[src/rtl/seg_share_arbiter.sv]
// Shares a 4-digit seven-segment display between three requesters with hold time and blank-on-switch.
// Optional macro SEG_ROUND_ROBIN_EN replaces fixed priority/preemption with circular hand-over.
module seg_share_arbiter #(
  parameter int         REFRESH_DIV = 200000,
  parameter int         HOLD_MIN    = 50000000,
  parameter logic [7:0] BLANK_CHAR  = 8'b00000000
) (
  input  logic        clk,
  input  logic        reset,
  input  logic [2:0]  req,
  input  logic [31:0] glyph0,
  input  logic [31:0] glyph1,
  input  logic [31:0] glyph2,
  output logic [2:0]  grant,
  output logic [7:0]  seg,
  output logic [3:0]  an,
  output logic        busy
);

  localparam int RW = (REFRESH_DIV > 2) ? $clog2(REFRESH_DIV) : 1;
  localparam int HW = $clog2(HOLD_MIN + 1);
  localparam logic [RW-1:0] REF_LAST  = RW'(REFRESH_DIV - 1);
  localparam logic [HW-1:0] HOLD_LAST = HW'(HOLD_MIN - 1);
  localparam logic [HW-1:0] HOLD_SAT  = HW'(HOLD_MIN);

  typedef enum logic [1:0] {IDLE, BLANK, OWN} state_t;

  state_t        state;
  logic [RW-1:0] ref_cnt;
  logic [1:0]    digit;
  logic [HW-1:0] hold_cnt;

  logic [2:0]  idle_pick;
  logic [2:0]  nxt_owner;
  logic        do_switch;
  logic        go_idle;
  logic        hold_done;
  logic        ref_wrap;
  logic [1:0]  digit_n;
  logic [31:0] sel_word;

  // Lowest set bit is the highest-priority requester.
  function automatic logic [2:0] pick_fixed(input logic [2:0] r);
    return r & (3'(~r) + 3'd1);
  endfunction

`ifdef SEG_ROUND_ROBIN_EN
  logic [2:0] last_owner;

  // First requester in circular order strictly after cur (cur itself is checked last).
  function automatic logic [2:0] pick_after(input logic [2:0] r, input logic [2:0] cur);
    logic [2:0] res;
    int         base;
    res  = 3'b000;
    base = cur[0] ? 0 : (cur[1] ? 1 : 2);
    for (int k = 3; k >= 1; k--) begin
      if (r[(base + k) % 3]) res = 3'(1 << ((base + k) % 3));
    end
    return res;
  endfunction
`endif

  always_comb begin
    hold_done = (hold_cnt == HOLD_LAST) || (hold_cnt == HOLD_SAT);
    ref_wrap  = (ref_cnt == REF_LAST);
    digit_n   = ref_wrap ? digit + 2'd1 : digit;
    sel_word  = grant[0] ? glyph0 : (grant[1] ? glyph1 : glyph2);
    nxt_owner = grant;
    do_switch = 1'b0;
    go_idle   = 1'b0;
`ifdef SEG_ROUND_ROBIN_EN
    idle_pick = pick_after(req, last_owner);
    if (state == OWN && hold_done) begin
      if (|(req & ~grant)) begin
        nxt_owner = pick_after(req & ~grant, grant);
        do_switch = 1'b1;
      end else if (!(|(req & grant))) begin
        go_idle = 1'b1;
      end
    end
`else
    idle_pick = pick_fixed(req);
    if (state == OWN && hold_done) begin
      if (|(req & 3'(grant - 3'd1))) begin
        nxt_owner = pick_fixed(req & 3'(grant - 3'd1));
        do_switch = 1'b1;
      end else if (!(|(req & grant))) begin
        if (|req) begin
          nxt_owner = pick_fixed(req);
          do_switch = 1'b1;
        end else begin
          go_idle = 1'b1;
        end
      end
    end
`endif
  end

  always_ff @(posedge clk or posedge reset) begin
    if (reset) begin
      state    <= IDLE;
      grant    <= 3'b000;
      seg      <= BLANK_CHAR;
      an       <= 4'b0000;
      busy     <= 1'b0;
      ref_cnt  <= '0;
      digit    <= 2'd0;
      hold_cnt <= '0;
`ifdef SEG_ROUND_ROBIN_EN
      last_owner <= 3'b100;
`endif
    end else begin
      case (state)
        IDLE: begin
          an  <= 4'b0000;
          seg <= BLANK_CHAR;
          if (|req) begin
            grant   <= idle_pick;
            state   <= BLANK;
            busy    <= 1'b1;
            ref_cnt <= '0;
`ifdef SEG_ROUND_ROBIN_EN
            last_owner <= idle_pick;
`endif
          end
        end
        BLANK: begin
          if (ref_wrap) begin
            state    <= OWN;
            ref_cnt  <= '0;
            digit    <= 2'd0;
            hold_cnt <= '0;
            an       <= 4'b0001;
            seg      <= sel_word[7:0];
          end else begin
            ref_cnt <= ref_cnt + 1'b1;
          end
        end
        OWN: begin
          if (do_switch) begin
            state   <= BLANK;
            grant   <= nxt_owner;
            an      <= 4'b0000;
            seg     <= BLANK_CHAR;
            ref_cnt <= '0;
`ifdef SEG_ROUND_ROBIN_EN
            last_owner <= nxt_owner;
`endif
          end else if (go_idle) begin
            state <= IDLE;
            grant <= 3'b000;
            an    <= 4'b0000;
            seg   <= BLANK_CHAR;
            busy  <= 1'b0;
          end else begin
            if (hold_cnt != HOLD_SAT) hold_cnt <= hold_cnt + 1'b1;
            ref_cnt <= ref_wrap ? '0 : ref_cnt + 1'b1;
            digit   <= digit_n;
            // Glyph is taken live so content updates appear without re-arbitration.
            an      <= 4'(4'b0001 << digit_n);
            seg     <= sel_word[{digit_n, 3'b000} +: 8];
          end
        end
        default: state <= IDLE;
      endcase
    end
  end

endmodule

[config.mk]
export PLATFORM = sky130hd
export DESIGN_NAME = seg_share_arbiter
export DESIGN_NICKNAME = d
export VERILOG_FILES = /design/src/rtl/seg_share_arbiter.sv
export SDC_FILE = /design/constraint.sdc
export NUM_CORES = 1
export LEC_CHECK = 0
export CAP_MARGIN = 5
export CORE_ASPECT_RATIO = 0.75
export CORE_MARGIN = 4
export CORE_UTILIZATION = 49
export CTS_BUF_LIST = sky130_fd_sc_hd__clkbuf_4
export CTS_CLUSTER_DIAMETER = 150
export DETAILED_ROUTE_END_ITERATION = 16
export GPL_ROUTABILITY_DRIVEN = 0
export PLACE_DENSITY = 0.79
export SYNTH_ARGS = -nofsm -noshare
export SYNTH_HDL_FRONTEND = slang
export SYNTH_SLANG_ARGS = --single-unit
[constraint.sdc]
create_clock -name clk -period 2.93 [get_ports clk]
set_input_delay 0.586 -clock clk [delete_from_list [all_inputs] [get_ports clk]]
set_output_delay 0.586 -clock clk [all_outputs]
set_load 0.02 [all_outputs]
# Word-level counts from Yosys, hierarchy flattened
# Index checks and enable logic that the tools add are counted.
# totals
regBits,64
in_bits,101
out_inout_bits,16
elab_cells,103
# classes
add_sub_neg,6
eq_ne,16
shifts,2
n_mux,49
bitwise,6
n_reduce_logical,16
# ops
op,n
2-to-1 mux 26 bit,4
2-to-1 mux 18 bit,4
2-to-1 mux 32 bit,2
case mux 18 bit (3 select lines),1
"== test 26 bit, second input constant",2
case mux 26 bit (2 select lines),1
indexed part select 32 x 6 -> 8 bit,1
"adder 26 x 1 -> 26 bit, second input constant",1
"inequality test 26 bit, second input constant",1
2-to-1 mux 8 bit,3
case mux 8 bit (3 select lines),1
"adder 18 x 1 -> 18 bit, second input constant",1
"== test 18 bit, second input constant",1
2-to-1 mux 3 bit,6
2-to-1 mux 2 bit,8
AND 3 bit,4
2-to-1 mux 4 bit,3
case mux 4 bit (3 select lines),1
AND reduction 4 bit,3
2-to-1 mux 1 bit,11
"inequality test 2 bit, second input constant",5
OR reduction 3 bit,3
"adder 3 x 1 -> 3 bit, second input constant",2
"inequality test 3 bit, second input constant",2
21 further kinds,24

# Longest topological paths before layout
# Gate-level depths: netlist of the first run.
# depth
ltp_word,9
ltp_mapped,12
depth_no_buf,8

# Worst setup path after synthesis of the first run
# OpenSTA, ideal clock, no wires.
# synth_timing
path_kind,register -> register
from,register grant[1]
to,register seg[4]
arrival_time_ns,3.067
required_ns,2.850
setup_slack_ns,-0.217
stages_incl_launch_ff,12
path_buffers,3
period_less_slack_ns,3.147
path_cell_list,dfrtp_1 buf_2 clkbuf_1 inv_1 ha_1 xor2_1 a2111oi_2 a2111oi_4 nor4b_2 buf_2 nand3_1 o211ai_2
# synth_via
elab_chain_len,8
# synth_rtl
item,line,rtl
from (decl),14,"output logic [2:0] grant,"
from (signal assigned),118,grant <= idle_pick;
from (signal assigned),142,grant <= nxt_owner;
subtractor 3 x 1 -> 3 bit or AND 3 bit (tied branches),"84, 87",
AND 3 bit or OR reduction 3 bit (tied branches),"84, 87",
OR reduction 3 bit or 2-to-1 mux 1 bit (tied branches),"84, 87",
2-to-1 mux 1 bit,84,if (|(req & 3'(grant - 3'd1))) begin
2-to-1 mux 1 bit,83,if (state == OWN && hold_done) begin
2-to-1 mux 8 bit,149,end else if (go_idle) begin
2-to-1 mux 8 bit,140,if (do_switch) begin
case mux 8 bit (3 select lines) *,113,case (state)
to (signal assigned),134,seg <= sel_word[7:0];
to (signal assigned),161,"seg <= sel_word[{digit_n, 3'b000} +: 8];"
to (decl),15,"output logic [7:0] seg,"
# Every way passes the cells marked *; elsewhere a longest branch is shown, timed or not. The select of a mux whose other input is x is not followed.
# A chain may end at the register's enable or synchronous reset.

# Worst setup path in the final report of the first run
# layout_timing
from,register ref_cnt[0]
to,register seg[3]
# layout_via
elab_chain_len,6
# layout_rtl
item,line,rtl
from (decl),29,logic [RW-1:0] ref_cnt;
from (signal assigned),136,ref_cnt <= ref_cnt + 1'b1;
from (signal assigned),157,ref_cnt <= ref_wrap ? '0 : ref_cnt + 1'b1;
== test 18 bit *,65,ref_wrap = (ref_cnt == REF_LAST);
2-to-1 mux 2 bit,66,digit_n = ref_wrap ? digit + 2'd1 : digit;
indexed part select 32 x 6 -> 8 bit,161,
2-to-1 mux 8 bit,149,
2-to-1 mux 8 bit,140,
case mux 8 bit (3 select lines),113,
# Every way passes the cells marked *; elsewhere a longest branch is shown, timed or not.

==> flow_summary_export.csv, run 1 <==
group,metric,value,unit
status,status,"completed",
synthesis,muxShareOfSynthArea,6.77,%
synthesis,synthFlopType,"dfrtp_1",
synthesis,ys_async_sr_fraction,100,%
critical_path,path_delay_family,"simple AND/OR/NAND/NOR gates",
synthesis,netlist_top_cells_count,"108 x nand2_1, 64 x dfrtp_1, 50 x nor2_1, 35 x nand3_1, 33 x o21ai_0",
clocking,clock_latency,0.44,ns
clocking,root_buffer,"clkbuf_4",
grt,gr-total-overflow,0,
critical_path,crit_path_max_fanout,4,
synthesis,synth_compound_area_share,26.7,%
timing,min_period,2.72,ns
run,cap_violations,0,
clocking,cts_tree,"yes",
critical_path,rr_startpoint,"ref_cnt[0]$_DFFE_PP0P_",
final_layout,diodes,0,
die,die_w,132,um
synthesis,yosys_warnings,0,
route,drc_errors,0,
power_and_ir_drop,p_total,1860,uW
placement,post-place-cells,953,
synthesis,synth_cell_type_count,76,
die,initial_core_util,50.8,%
synthesis,synth_top_cell_area_share,28.5,%
grt,grt_pass1_wl,29.2,mm
timing,setup_slack,0.207,ns
power_and_ir_drop,leakage,0.00279,uW
final_layout,final_cells,970,
grt,grt.total_usage,26.7,%
synthesis,synth_edf_count,0,
die,core_area,0.0111,mm2
timing,rsz0062_at_grt,"false",
timing,fin_setup_tns,0,ns
timing,finalCritPeriodShare,92.9,%
clocking,numCtsBuffers,9,
grt,grt_max_degree,55,
die,dieArea,0.0133,mm2
grt,grt_pass1_vias,5734,
placement,dpl_cell_area,0.00710,mm2
placement,dp.final_hpwl,13.3,mm
final_layout,final_layout_size_suffix_gt1_share,12.7,%
synthesis,synth_xor_area_share,0.156,%
critical_path,cp_slowest_cell,"or4_1",
clocking,clk_path_buf_depth,2,
critical_path,r2r_cells,7,
synthesis,synth_seq_area_share,28.5,%
clocking,h-tree-depth,3,
critical_path,worstPathCellList,"ha_1 -> nand3_2 -> or4_1 -> nor4_4 -> mux4_2 -> mux2_2 -> o21ai_1",
synthesis,synth_top_family_by_area,"simple AND/OR/NAND/NOR gates",
synthesis,avgSynthCellArea,8.00,um2
timing,clock_skew,0.0197,ns
critical_path,worstReg2RegEnd,"seg[3]$_DFFE_PP0P_",
placement,dp_slack,0.0160,ns
final_layout,syn2layout_area_growth,28.8,%
placement,io_buffers,116,
synthesis,syn_area,0.00562,mm2
timing,hold_violations,0,
die,core.rowCount,33,
critical_path,arrival,3.10,ns
final_layout,postLayoutCellArea,0.00724,mm2
synthesis,synth_seq_cells,64,
route,drtAntennaViolNets,0,
die,die_h,101,um
synthesis,syn-num-nets,812,
route,routed_wl,17.7,mm
synthesis,synth.area.top_cells,"dfrtp_1 28%, nand2_1 7.2%, mux2i_1 5.2%, nand2b_1 3.3%, nor2_1 3.3%",
critical_path,cp-start-kind,"flop",
hold_path,hold_class,"primary input to asynchronous set/reset pin",
clocking,cts.clk_slew.worst_paths,0.12,ns
critical_path,required,3.30,ns
timing,setup_viol_count_final,0,
critical_path,cpPeakStageDelay,0.60,ns
timing,max_freq,0.367,GHz
route,drt_iter0_drc,541,
synthesis,synth-simple-area-share,31.4,%
synthesis,yosysMostFrequentCell,"nand2_1",
critical_path,path_class,"flop to flop",
grt,antenna_found_initial,0,
timing,worst_pin_slew,1.04,ns
route,wl_per_cell,18.2,um
route,vias,6128,
clocking,cts_sinks,64,
route,first_pass_iters,5,
die,pin_count,117,
clocking,cts_resized,0,
power_and_ir_drop,p_per_area,257,mW/mm2
power_and_ir_drop,max-vdd-ir-drop,193,uV
critical_path,critical_path_buf_inv_count,0,
synthesis,yosysTopAreaCell,"dfrtp_1",
final_layout,fin_nets,934,
synthesis,synth_adder_area_share,1.78,%
timing,drv_slew,0,
synthesis,synthCells,703,
critical_path,cp-end-kind,"flop",
critical_path,rrSetupSlack,0.21,ns
route,vias_per_cell,6.32,
timing,max_slew_margin,30.8,%
final_layout,fillers,876,
flip-flops by register name, summed over array words and instances, names as in the netlist:
| name | flops |
|---|---|
| seg | 8 |
| grant | 3 |
| state | 2 |
| busy | 1 |
| an | 4 |
| digit | 2 |
| hold_cnt | 26 |
| ref_cnt | 18 |
worst max path at each step:
stage | startpoint | endpoint | cells after the start
2_1_floorplan | grant[1]$_DFFE_PP0P_ | hold_cnt[24]$_DFFE_PP0P_ | 12
3_3_place_gp | req[1] | state[0]$_DFFE_PP0P_ | 9
3_5_place_dp | req[1] | state[0]$_DFFE_PP0P_ | 9
4_1_cts | ref_cnt[0]$_DFFE_PP0P_ | seg[3]$_DFFE_PP0P_ | 7
5_1_grt | hold_cnt[0]$_DFFE_PP0P_ | state[0]$_DFFE_PP0P_ | 7
6_report | ref_cnt[0]$_DFFE_PP0P_ | seg[3]$_DFFE_PP0P_ | 7
metrics by stage:
| stage | utilization (%) | hold WS, ns |
|---|---|---|
| final | 65.4 | 0.477 |
| after global routing | 65.4 | 0.498 |
| after CTS | 65.4 | 0.472 |
| after detailed placement | 64.2 | 0.487 |
| after global placement | 64.2 | 0.472 |
| after floorplan | - | 0.488 |
placed cells by master (no fill, tap or decap), types with 7 or more instances in the layout:
cell / instances
a21oi_1: 30
clkbuf_4: 9
nor3_1: 20
o211ai_2: 7
nand3b_1: 10
nand3_1: 35
nand2_1: 108
or3_1: 14
a22oi_1: 14
a22o_1: 17
o211ai_1: 10
buf_4: 40
clkdlybuf4s50_1: 116
and3_1: 10
a21o_1: 13
mux2i_1: 29
o221ai_1: 16
a21oi_2: 7
a31o_2: 7
nand2b_1: 30
dfrtp_1: 64
inv_1: 11
or4_1: 7
o21ai_0: 33
a211oi_1: 19
nor4_1: 12
nor2_1: 50
ha_1: 8
final cells by class:
class	instances	area [um2]	share of cell area, %
Clock inverter	7	62.6	0.864
Sequential cell	64	1600	22.1
Inverter	14	52.6	0.726
Timing Repair Buffer	158	1500	20.7
Tap cell	140	175	2.42
Multi-Input combinational cell	578	3780	52.2
Clock buffer	9	67.6	0.933
logic make-up after synthesis:
| group | Yosys count |
|---|---|
| AND/OR/NAND/NOR | 332 |
| AO/OA/AOI/OAI | 202 |
| flip-flops | 64 |
| buffers and inverters | 61 |
| multiplexers | 35 |
| adder cells (fa/ha/maj) | 8 |
| XOR/XNOR | 1 |
where the power goes:
group | switching, uW | internal (uW)
registers | 7.49 | 893
clock network | 354 | 251
logic | 149 | 204
total | 510 | 1350
repair_timing:
item	4_1_cts	5_1_grt
buffers inserted	0	1
hold buffers	0	0
setup endpoints to repair	0	7
layer usage:
layer	up-vias	GRT usage [%]	part of all wire [%]
met3	24	6.14	8.0
met4	0	5.25	1.1
met1	2920	36.9	45
li1	2880	-	-
met2	304	43.6	46
met5	-	0	0
worst reg2reg max path, cell delays in order (launching register included):
cell and delay (ns):
dfrtp_1 0.42, ha_1 0.23, nand3_2 0.11, or4_1 0.60, nor4_4 0.34, mux4_2 0.55
mux2_2 0.28, o21ai_1 0.12
Note: power is estimated with default switching activity, not from simulation.
==> run 2, diff against run 1 <==
--- a/config.mk
+++ b/config.mk
@@ -14,6 +14,7 @@
 export DETAILED_ROUTE_END_ITERATION = 16
 export GPL_ROUTABILITY_DRIVEN = 0
 export PLACE_DENSITY = 0.79
+export REMOVE_ABC_BUFFERS = 1
 export SYNTH_ARGS = -nofsm -noshare
 export SYNTH_HDL_FRONTEND = slang
 export SYNTH_SLANG_ARGS = --single-unit
==> flow_summary_export.csv, run 2 (same netlist as run 1, synthesis figures left out) <==
group,metric,value,unit
die,initial_core_util,50.8,%
die,die_h,101,um
critical_path,cp-start-kind,"flop",
power_and_ir_drop,p_switching,491,uW
timing,clock_skew,0.0164,ns
grt,grt_pass1_wl,29.2,mm
critical_path,cp-end-kind,"flop",
run,cap_violations,0,
power_and_ir_drop,p_comb_share,18.5,%
clocking,post_cts_buffers,0,
die,core.rowCount,33,
clocking,numCtsBuffers,9,
final_layout,fillers,902,
final_layout,fin_nets,932,
grt,grt.total_usage,26.7,%
placement,dp.final_hpwl,13.1,mm
die,pin_count,117,
timing,drv_slew,0,
clocking,cts.clk_slew.worst_paths,0.11,ns
final_layout,largest_reg_flops,26,
timing,max_freq,0.371,GHz
timing,worst_pin_slew,1.15,ns
critical_path,required,3.27,ns
clocking,cts_resized,0,
route,drtAntennaViolNets,0,
clocking,cts_tree,"yes",
route,wl_met3,1.47,mm
grt,gr-total-overflow,0,
critical_path,cpPeakStageDelay,0.47,ns
power_and_ir_drop,p_int,1370,uW
die,dieArea,0.0133,mm2
route,drt_iter0_drc,604,
final_layout,final_layout_size_suffix_gt1_share,12.4,%
clocking,clock_latency,0.45,ns
route,met1_length,7.81,mm
final_layout,mostFrequentLayoutCells,"116 x clkdlybuf4s50_1, 108 x nand2_1, 64 x dfrtp_1, 50 x nor2_1, 39 x buf_4",
final_layout,diodes,0,
route,wl_per_cell,18.4,um
route,vias_per_cell,6.31,
timing,fin_setup_tns,0,ns
power_and_ir_drop,p_total,1860,uW
final_layout,reg_top3,"hold_cnt: 26 flops, ref_cnt: 18 flops, seg: 8 flops",
clocking,h-tree-depth,3,
clocking,clk_path_buf_depth,2,
route,routed_wl,17.8,mm
hold_path,hold_class,"flop to flop",
grt,grt_max_degree,65,
critical_path,crit_path_max_fanout,6,
timing,finalCritPeriodShare,92.0,%
critical_path,worstPathCellList,"ha_1 -> nand4_1 -> or3_4 -> a2111oi_4 -> nor2_1 -> a221oi_2 -> mux2_1",
timing,max_slew_margin,23.0,%
final_layout,syn2layout_area_growth,27.9,%
power_and_ir_drop,seqPwrFrac,48.5,%
critical_path,path_class,"flop to flop",
critical_path,arrival,3.04,ns
grt,antenna_found_initial,0,
timing,setup_viol_count_final,0,
route,routed-wl-met2,8.22,mm
power_and_ir_drop,max-vdd-ir-drop,255,uV
die,core_area,0.0111,mm2
power_and_ir_drop,p_per_area,258,mW/mm2
timing,rsz0062_at_grt,"false",
timing,min_period,2.70,ns
final_layout,final_common_cell,"clkdlybuf4s50_1",
route,drc_errors,0,
critical_path,cp_slowest_cell,"dfrtp_1",
route,highest_layer,"met4",
grt,grt_pass1_vias,5749,
clocking,root_buffer,"clkbuf_4",
clocking,cts_hold_buf,0,
die,die_w,132,um
final_layout,largest_register,"hold_cnt",
power_and_ir_drop,p_clk_share,33.0,%
placement,io_buffers,116,
power_and_ir_drop,leakage,0.00277,uW
route,first_pass_iters,5,
status,status,"completed",
route,vias,6110,
power_and_ir_drop,switching_share,26.4,%
timing,hold_violations,0,
clocking,cts_sinks,64,
timing,holdWs,0.508,ns
run 2: changes by cell type in the layout (fill, tap and decap cells not counted), sizes merged:
cell | previous run | this run
buf | 42 | 40
clkinvlp | 2 | 0
clkbuf | 9 | 11
run 2: per-stage QoR:
step | instances | worst slack (ns) | utilization, % | cell area, um2
2_1_floorplan | 656 | -0.865 | - | 5410
3_3_place_gp | 952 | 0.0138 | 63.8 | 7060
3_5_place_dp | 952 | -0.0653 | 63.8 | 7060
4_1_cts | 968 | 0.203 | 65.0 | 7190
5_1_grt | 968 | 0.0512 | 65.0 | 7190
6_report | 968 | 0.233 | 65.0 | 7190
run 2: final cells by class:
| cell class | instances | area, um2 | share of cell area, % |
|---|---|---|---|
| clock buffers | 11 | 82.6 | 1.15 |
| clock inverters | 5 | 47.5 | 0.661 |
| inverters | 14 | 52.6 | 0.731 |
| multi-input cells | 578 | 3760 | 52.3 |
| flip-flops and latches | 64 | 1600 | 22.3 |
| well taps | 140 | 175 | 2.44 |
| repair buffers | 156 | 1470 | 20.5 |
run 2: critical path: cells and delay by family, from the launching register on:
| kind | cells | cell delay [ns] |
|---|---|---|
| adder cells (fa/ha/maj) | 1 | 0.26 |
| AND/OR/NAND/NOR | 3 | 0.80 |
| multiplexers | 1 | 0.36 |
| AO/OA/AOI/OAI | 2 | 0.71 |
| flip-flops | 1 | 0.47 |
run 2: power by group through the flow:
stage               Combinational [uW]  Sequential, uW  Clock (uW)
finish                             343             900         613
detailed placement                 341             917           0
floorplan                          112             937           0
global placement                   334             916           0
CTS                                343             900         618
global route                       369             901         662
run 2: worst paths after layout:
kind                                            endpoint  slack, ns                    start  cells past startpoint
worst min-delay path                   an[1]$_DFFE_PP0P_       0.51        an[1]$_DFFE_PP0P_                      2
worst min register to register         an[1]$_DFFE_PP0P_       0.51        an[1]$_DFFE_PP0P_                      2
worst max-delay path                state[0]$_DFFE_PP0P_       0.23  hold_cnt[0]$_DFFE_PP0P_                      7
min in group asynchronous       hold_cnt[21]$_DFFE_PP0P_       0.52                    reset                      3
worst max register to register      state[0]$_DFFE_PP0P_       0.23  hold_cnt[0]$_DFFE_PP0P_                      7
max in group asynchronous              an[3]$_DFFE_PP0P_       2.12                    reset                      3
run 2: metal layers:
metal  vias to the layer above  GRT usage, %
met4                         0          5.89
met3                        37          6.29
li1                       2871             -
met5                         -             0
met1                      2925          36.5
met2                       277          43.5
